## src/rtl/irq_pkg.sv

```systemverilog
`default_nettype none
// +--------------------------------------------------------------------+
// | Package : irq_pkg                                                  |
// | Shared sizes, types and per-vector config record for irq_scheduler |
// | Rev     : 1.0                                                      |
// +--------------------------------------------------------------------+
package irq_pkg;

   localparam int VecLen     = 8;
   localparam int PrioWidth  = 3;
   localparam int StackDepth = 4;
   localparam int IdxWidth   = $clog2(VecLen);
   localparam int DepthWidth = $clog2(StackDepth + 1);
   localparam int StackAw    = $clog2(StackDepth);

   typedef logic [PrioWidth-1:0]  prio_t;
   typedef logic [IdxWidth-1:0]   vec_idx_t;
   typedef logic [DepthWidth-1:0] depth_t;

   typedef struct packed {
      logic  en;
      prio_t prio;
   } vec_cfg_t;

   localparam depth_t DepthMax = depth_t'(StackDepth);

endpackage : irq_pkg
`default_nettype wire

```

## src/rtl/irq_level_stack.sv

```systemverilog
`default_nettype none
// +--------------------------------------------------------------------+
// | Module : irq_level_stack                                           |
// | Saved execution levels for nested interrupts; pop wins over push   |
// | Rev    : 1.0                                                       |
// +--------------------------------------------------------------------+
module irq_level_stack
   import irq_pkg::*;
(
   input  logic   clk,
   input  logic   reset,
   input  logic   push,
   input  logic   pop,
   input  prio_t  push_val,
   output prio_t  top,
   output depth_t depth,
   output logic   full,
   output logic   empty
);

   prio_t               r_stack [StackDepth];
   depth_t              r_depth;
   depth_t              w_depth_m1;
   logic [StackAw-1:0]  w_wr_idx;
   logic [StackAw-1:0]  w_top_idx;

   assign full       = (r_depth == DepthMax);
   assign empty      = (r_depth == '0);
   assign w_depth_m1 = r_depth - depth_t'(1);
   assign w_wr_idx   = r_depth[StackAw-1:0];
   assign w_top_idx  = w_depth_m1[StackAw-1:0];
   assign top        = r_stack[w_top_idx];
   assign depth      = r_depth;

   // Full/empty guards keep the index in range; no wrap-around.
   always_ff @(posedge clk or posedge reset) begin
      if (reset) begin
         r_depth <= '0;
         for (int i = 0; i < StackDepth; i++) begin
            r_stack[i] <= '0;
         end
      end else if (pop && !empty) begin
         r_depth <= w_depth_m1;
      end else if (push && !full) begin
         r_stack[w_wr_idx] <= push_val;
         r_depth           <= r_depth + depth_t'(1);
      end
   end

endmodule : irq_level_stack
`default_nettype wire

```

## src/rtl/irq_scheduler.sv

```systemverilog
`default_nettype none
// +--------------------------------------------------------------------+
// | Module : irq_scheduler                                             |
// | Edge-latched priority interrupt scheduler with nesting level stack |
// | Rev    : 1.0                                                       |
// +--------------------------------------------------------------------+
module irq_scheduler
   import irq_pkg::*;
(
   input  logic              clk,
   input  logic              reset,
   input  logic [VecLen-1:0] irq_in,
   input  logic              cfg_we,
   input  vec_idx_t          cfg_idx,
   input  logic              cfg_en,
   input  prio_t             cfg_prio,
   input  logic              take,
   input  logic              ret,
   output logic              req,
   output vec_idx_t          id,
   output prio_t             level,
   output depth_t            depth,
   output logic              overflow
);

   logic [VecLen-1:0] r_irq_q;
   logic [VecLen-1:0] r_pending;
   vec_cfg_t          r_cfg [VecLen];
   prio_t             r_level;
   logic              r_overflow;

   logic [VecLen-1:0] w_edge;
   logic [VecLen-1:0] w_eligible;
   logic [VecLen-1:0] w_clear;
   logic              w_any_elig;
   logic              w_found;
   prio_t             w_best_prio;
   vec_idx_t          w_best_id;
   logic              w_take;
   logic              w_full;
   logic              w_empty;
   prio_t             w_top;

   assign w_edge = irq_in & ~r_irq_q;

   always_comb begin
      w_eligible = '0;
      for (int i = 0; i < VecLen; i++) begin
         w_eligible[i] = r_pending[i] && r_cfg[i].en &&
                         (r_cfg[i].prio > r_level) && (r_cfg[i].prio != '0);
      end
   end

   // Strict greater-than keeps the lowest index on priority ties.
   always_comb begin
      w_found     = 1'b0;
      w_best_prio = '0;
      w_best_id   = '0;
      for (int i = 0; i < VecLen; i++) begin
         if (w_eligible[i] && (!w_found || (r_cfg[i].prio > w_best_prio))) begin
            w_found     = 1'b1;
            w_best_prio = r_cfg[i].prio;
            w_best_id   = vec_idx_t'(i);
         end
      end
   end

   assign w_any_elig = |w_eligible;
   assign req        = w_any_elig && !w_full;
   assign w_take     = take && req && !ret;

   always_comb begin
      w_clear = '0;
      if (w_take) begin
         w_clear[w_best_id] = 1'b1;
      end
   end

   irq_level_stack u_stack (
      .clk      (clk),
      .reset    (reset),
      .push     (w_take),
      .pop      (ret),
      .push_val (r_level),
      .top      (w_top),
      .depth    (depth),
      .full     (w_full),
      .empty    (w_empty)
   );

   always_ff @(posedge clk or posedge reset) begin
      if (reset) begin
         r_irq_q    <= '0;
         r_pending  <= '0;
         r_level    <= '0;
         r_overflow <= 1'b0;
         for (int i = 0; i < VecLen; i++) begin
            r_cfg[i] <= '0;
         end
      end else begin
         r_irq_q   <= irq_in;
         // A fresh edge on the vector being taken survives the clear.
         r_pending <= (r_pending & ~w_clear) | w_edge;
         if (cfg_we) begin
            r_cfg[cfg_idx] <= '{en: cfg_en, prio: cfg_prio};
         end
         if (ret && !w_empty) begin
            r_level <= w_top;
         end else if (w_take) begin
            r_level <= r_cfg[w_best_id].prio;
         end
         if (take && !req && w_full && w_any_elig) begin
            r_overflow <= 1'b1;
         end
      end
   end

   assign id       = w_best_id;
   assign level    = r_level;
   assign overflow = r_overflow;

endmodule : irq_scheduler
`default_nettype wire

```

## config.mk

```make
export PLATFORM = sky130hd
export DESIGN_NAME = irq_scheduler
export DESIGN_NICKNAME = d
export VERILOG_FILES = /design/src/rtl/irq_pkg.sv /design/src/rtl/irq_level_stack.sv /design/src/rtl/irq_scheduler.sv
export SDC_FILE = /design/constraint.sdc
export NUM_CORES = 1
export LEC_CHECK = 0
export CAP_MARGIN = 20
export CORE_MARGIN = 10
export CORE_UTILIZATION = 47
export CTS_BUF_LIST = sky130_fd_sc_hd__clkbuf_16
export CTS_CLUSTER_DIAMETER = 200
export DETAILED_ROUTE_END_ITERATION = 8
export PLACE_DENSITY = 0.7
export SLEW_MARGIN = 20
export SYNTH_ARGS = -nofsm -noshare
export SYNTH_HDL_FRONTEND = slang
export SYNTH_SLANG_ARGS = --single-unit
```

## constraint.sdc

```tcl
create_clock -name clk -period 16.3 [get_ports clk]
set_input_delay 1.63 -clock clk [delete_from_list [all_inputs] [get_ports clk]]
set_output_delay 1.63 -clock clk [all_outputs]
set_load 0.005 [all_outputs]
```

======== Word-level counts from Yosys, hierarchy flattened ========
Cells that the tools add are included.
Widths: inputs -> output; s select.
word-level totals
  bits in registers ....................... 67
  bits in latches ......................... 0
  bits in writable memories ............... 0
  ROM bits ................................ 0
  input bits .............................. 20
  output and inout bits ................... 11
  logic and storage cells ................. 174
  memories kept ........................... 0
cells by class
  add/sub/neg operators ................... 2
  multipliers ............................. 0
  div/mod/pow operators ................... 0
  $lt $le $gt $ge ......................... 23
  equal/unequal tests ..................... 1
  shift-type cells ........................ 0
  muxes and demuxes ....................... 40
  bitwise operators ....................... 10
  reductions and logical operators ........ 73
operators with widths
  cell                number
  $mux 3              22
  $gt 3x3->1          15
  $logic_and 1x1->1   42
  $bwmux 32           1
  $reduce_bool 3->1   8
  $and 8x8->8         2
  $not 8->8           2
  $bmux 4 s3          1
  $bwmux 12           1
  $demux 4 s3         1
  $logic_not 1->1     11
  $mux 1              9
  $ge 4x4->1 const B  2
  $mux 8              1
  $not 3->4           2
  $or 8x8->8          1
  $reduce_or 8->1     1
  $logic_or 1x1->1    7
  $bmux 3 s2          1
  $demux 3 s2         1
  $ge 3x3->1 const B  2
  $not 2->3           2
  $lt 3x4->1 const B  1
  $lt 4x1->1 const B  1
  other kinds (11)    12

======== Logic depth before layout (Yosys ltp) ========
  depth after elaboration ................. 40
  depth in mapped cells ................... 63
  gate-level depth less buffers ........... 61

======== By module ========
From an unflattened synthesis, not the netlist that was laid out.
unflattened totals
  cell total of the unflattened synthesis .. 442
  area, all modules ....................... 4630.7 µm²
modules (own cells, without submodules)
  module           times used  cells an instance  area an instance (µm²)  seq. area each (µm²)
  irq_scheduler    1           386                3753.6                  1301.2
  irq_level_stack  1           56                 877.1                   375.4

======== Worst setup path after synthesis ========
Ideal clock, no wire load.
  kind .................................... register to output
  start ................................... reg r_level[2], in the netlist level[2]
  end ..................................... out id[0]
  data arrival time ....................... 10065 ps
  required time ........................... 14670 ps
  path slack .............................. 4605 ps
  cell stages (with the launch flop) ...... 59
  path buffers ............................ 2
  cell sequence ........................... dfrtp_1 > inv_1 > ha_1 > and3_1 > a211oi_4 > nand2_1 > ha_1 > nor2b_1 > o21a_1 > o21ai_0 > a21o_1 > nand3_1 > nand2_1 > inv_1 > ha_1 > a211oi_1 > nor2_1 > o211ai_2 > (+23 left out) > a31o_2 > clkbuf_1 > o21ai_0 > inv_1 > ha_1 > a21oi_1 > o21ai_0 > and3_1 > a31o_1 > buf_2 > mux2_2 > ha_1 > inv_1 > a21o_1 > a21oi_1 > a311oi_1 > a21oi_1 > o21ai_4
between the ends
  word-level cells in the longest chain between the ends .. 32
  elaborated cells on any way between the ends .. 73
  classes of those cells .................. 15 x order compare; 21 x mux; 37 x reduce/logical
RTL lines
  item                                           RTL line              RTL
  start: declaration                             irq_scheduler.sv:29   prio_t r_level;
  start signal: assignment                       irq_scheduler.sv:108  r_level <= w_top;
  start signal: assignment                       irq_scheduler.sv:110  r_level <= r_cfg[w_best_id].prio;
  $gt 3x3->1                                     irq_scheduler.sv:50   (r_cfg[i].prio > r_level) && (r_cfg[i].prio != '0);
  $logic_and 1x1->1                              irq_scheduler.sv:49   w_eligible[i] = r_pending[i] && r_cfg[i].en &&
  $logic_and 1x1->1                              irq_scheduler.sv:50
  $mux 3 or $mux 1 (tied branches)               irq_scheduler.sv:60   if (w_eligible[i] && (!w_found || (r_cfg[i].prio > w_best_prio))) begin
  $gt 3x3->1 or $logic_not 1->1 (tied branches)  irq_scheduler.sv:60
  $logic_or 1x1->1                               irq_scheduler.sv:60
  $logic_and 1x1->1                              irq_scheduler.sv:60
  $mux 3 or $mux 1 (tied branches)               irq_scheduler.sv:60
  (+16 left out)                                 --
  $gt 3x3->1 or $logic_not 1->1 (tied branches)  irq_scheduler.sv:60
  $logic_or 1x1->1                               irq_scheduler.sv:60
  $logic_and 1x1->1                              irq_scheduler.sv:60
  $mux 3 or $mux 1 (tied branches)               irq_scheduler.sv:60
  $gt 3x3->1 or $logic_not 1->1 (tied branches)  irq_scheduler.sv:60
  $logic_or 1x1->1                               irq_scheduler.sv:60
  $logic_and 1x1->1                              irq_scheduler.sv:60
  $mux 3 *                                       irq_scheduler.sv:60
  end: declaration                               irq_scheduler.sv:20   output vec_idx_t id,
Mark *: on every way between the ends. The rest lies on a longest branch, timed or not.

======== Worst setup path after layout ========
Same ends and word-level chain as after synthesis.

==> results.ini <==
[timing]
timing.setup.tns_ns=0
fin_ws_ns=2.17
fin_crit_sh_pct=86.7
finalClockSkew_ns=0.00739
worst_slew_pin_slew_ns=0.952
fmax_mhz=70.8
finalHoldViolations=0
rsz0062_at_grt=no
setup_viol=0
slew-limit-headroom_pct=36.4
maxSlewViolCount=0
fin_crit_ns=14.13

[floorplanning]
start_util_pct=48.3
io_pins=31
die_w_um=118
die_h_um=118
coreArea_mm2=0.00928
rows=35
die-area_mm2=0.0139

[logic_synthesis]
syn_nets=511
yosysWarnings=0
syn_area_mm2=0.00449
postSynthCellCount=441
avgSynthCellArea_um2=10.2
yosysSeqAreaShare_pct=37.4
yosys-top-cells-count=dfrtp_1 (67), ha_1 (50), nand2_1 (39)
synth-seq-cells=67
synthArstFlopShare_pct=100
synth.most_common_cell=dfrtp_1
synth_edf_count=0
synthTopCellsByArea=dfrtp_1 (37%), ha_1 (14%), mux2_2 (8.3%), o21ai_0 (3.9%), nand2_1 (3.3%)
synth_top_area_share_pct=37.4
synth_flop_cell=dfrtp_1
synth_cell_types=59
netlist.top_cell.by_area=dfrtp_1

[cells_and_area]
num-fill-cells=821
area_growth_syn_to_layout_pct=16.9
num-nets-final=548
final_util_pct=56.5
regArea_mm2=0.00168
fin_cells=612
drive_gt1_share_pct=14.3
final_area_mm2=0.00524
antennaDiodeCount=0
multi_input_area_mm2=0.00264

[cts]
cts-root-buf=clkbuf_16
clk_path_buf_depth=2
htreeDepth=3
postCtsSetupBuffers=0
postCtsHoldBufs=0
cts.reportedPaths.clkPinSlew_ns=0.06
clk_latency_ns=0.33
cts.sinks=67
cts.repair.resized=0
numCtsBuffers=9
cts_tree=done

[pwr]
combinationalPowerShare_pct=59.6
ir_worst_vdd_mv=0.107
switching_power_mw=0.515
clkPwrFrac_pct=17.8
p_leak_nw=2.28
p_int_mw=0.679
p_per_area_mw_per_mm2=228
swShare_pct=43.1
p_seq_share_pct=22.6

[global_routing]
overflow=0
first_global_vias=3821
antenna_found_initial=0
grtUsageTotal_pct=17.3
grt_pass1_wl_mm=19.7
grt_max_degree=68

[route]
remaining_drc_errors=0
wl_met2_mm=5.67
vias=3634
drt_iter0_drc=166
wl_per_cell_um=19.0
drt_pass1_iterations=5
top_layer=met4
route.met3.wl_um=500
wl_mm=11.6
postRouteAntennaNets=0
met1_length_mm=5.20
viasPerCell=5.94

[placement]
dp_hpwl_mm=8.58
placed_area_mm2=0.00492
pre_cts_ws_ns=2.71
gp_congestion=0.897
placed_cells=596
port_buffers=30

[setup_path]
required_ns=14.67
crit_arrival_ns=12.50
crit_path_top_delay_cell=clkdlybuf4s50_1
worst-setup-path-type=reg -> out
end_kind=output pin
slowest_delay_ns=0.60
critPathLaunchType=flop
crit_path_max_fanout=13
cp_common_cell=ha_1

[run_status]
status=complete, no violations

[job]
cap_violations=0

[min_path]
holdCritPathClass=reg -> reg

[final timing paths]
kind / slack [ns] / end / cells past startpoint / startpoint
max: 2.17 / id[0] / 57 / level[2]
max in group asynchronous: 13.89 / r_pending[4] / 3 / reset
min: 0.41 / r_pending[6] / 1 / r_irq_q[6]
min in group asynchronous: 1.87 / r_cfg[23] / 3 / reset
max reg2reg: 3.51 / r_pending[3] / 58 / level[2]
min reg2reg: 0.41 / r_pending[6] / 1 / r_irq_q[6]
[cell type report]
class | count | share of cell area, %
multi-input combinational | 334 | 50.4
sequential | 67 | 32.0
timing repair buffer | 31 | 5.87
clock buffer | 9 | 4.29
tap | 129 | 3.08
inverter | 35 | 2.51
clock inverter | 7 | 1.88
[placed cells by master (no fill, tap or decap), drive strengths merged, types with 2 or more instances in the layout]
master         synthesis  final
o21a                   5      5
o211ai                 4      4
o22a                   3      3
or3                    4      4
nor2                  16     16
a31o                   4      4
bufinv                 0      2
clkbuf                 2      9
o221ai                 6      6
clkdlybuf4s50          0     30
mux2i                  8      8
dfrtp                 67     67
nor3b                  2      2
nor2b                 12     12
o31ai                  3      3
nand3                 23     23
a21o                   6      6
xnor2                  2      2
and2                   7      7
a311oi                 2      2
a221o                  3      3
nand2b                 6      6
and3                   5      5
a22o                   3      3
ha                    50     50
a311o                  2      2
nand2                 39     39
mux2                  35     35
o21ai                 38     38
mux4                   3      3
nor4                   2      2
inv                   35     38
a21oi                  8      8
nor3                   9      9
nand4                  2      2
nand4b                 3      3
a211oi                 8      8
[cell families after synthesis]
group | count (synthesis) | synth area share (%)
compound gates | 103 | 17.2
xor+xnor | 2 | 0.391
buf+inv | 40 | 3.71
flops | 67 | 37.4
mux | 46 | 12.2
simple gates | 133 | 15.1
fa+ha+maj | 50 | 13.9
[power groups by stage]
stage | clock network, mW | logic [mW] | registers [mW]
floorplan | 0 | 0.513 | 0.252
global placement | 0 | 0.673 | 0.269
detailed placement | 0 | 0.702 | 0.271
CTS | 0.217 | 0.712 | 0.269
global route | 0.223 | 0.799 | 0.276
finish | 0.213 | 0.712 | 0.270
[critical path: cells and delay by family, from the launching register on]
kind,cells,cell delay [ns]
AOI/OAI and AO/OA,25,5.46
and+or+nand+nor,18,2.47
adders and majority gates,8,2.23
buffers and inverters,5,1.23
DFF,1,0.40
muxes,1,0.39
[sequential cells by signal, indices dropped and copies added (netlist names)]
register         cells
u_stack.r_stack     12
level                3
r_irq_q              8
u_stack.depth        3
overflow             1
r_pending            8
r_cfg               32
[per-layer routing]
layer  global-route usage, %  up-vias
met5                       0        -
met4                    6.49        0
met3                    2.88       18
met2                    29.1       90
met1                    21.8     1812
li1                        -     1714
[through the flow]
| step | hold slack (ns) | power, mW |
|---|---|---|
| after floorplan | 0.400 | 0.765 |
| after global placement | 0.405 | 0.942 |
| after detailed placement | 0.412 | 0.974 |
| after CTS | 0.417 | 1.20 |
| after global routing | 0.434 | 1.30 |
| final | 0.413 | 1.19 |
Note: power is estimated with default switching activity, not from simulation.
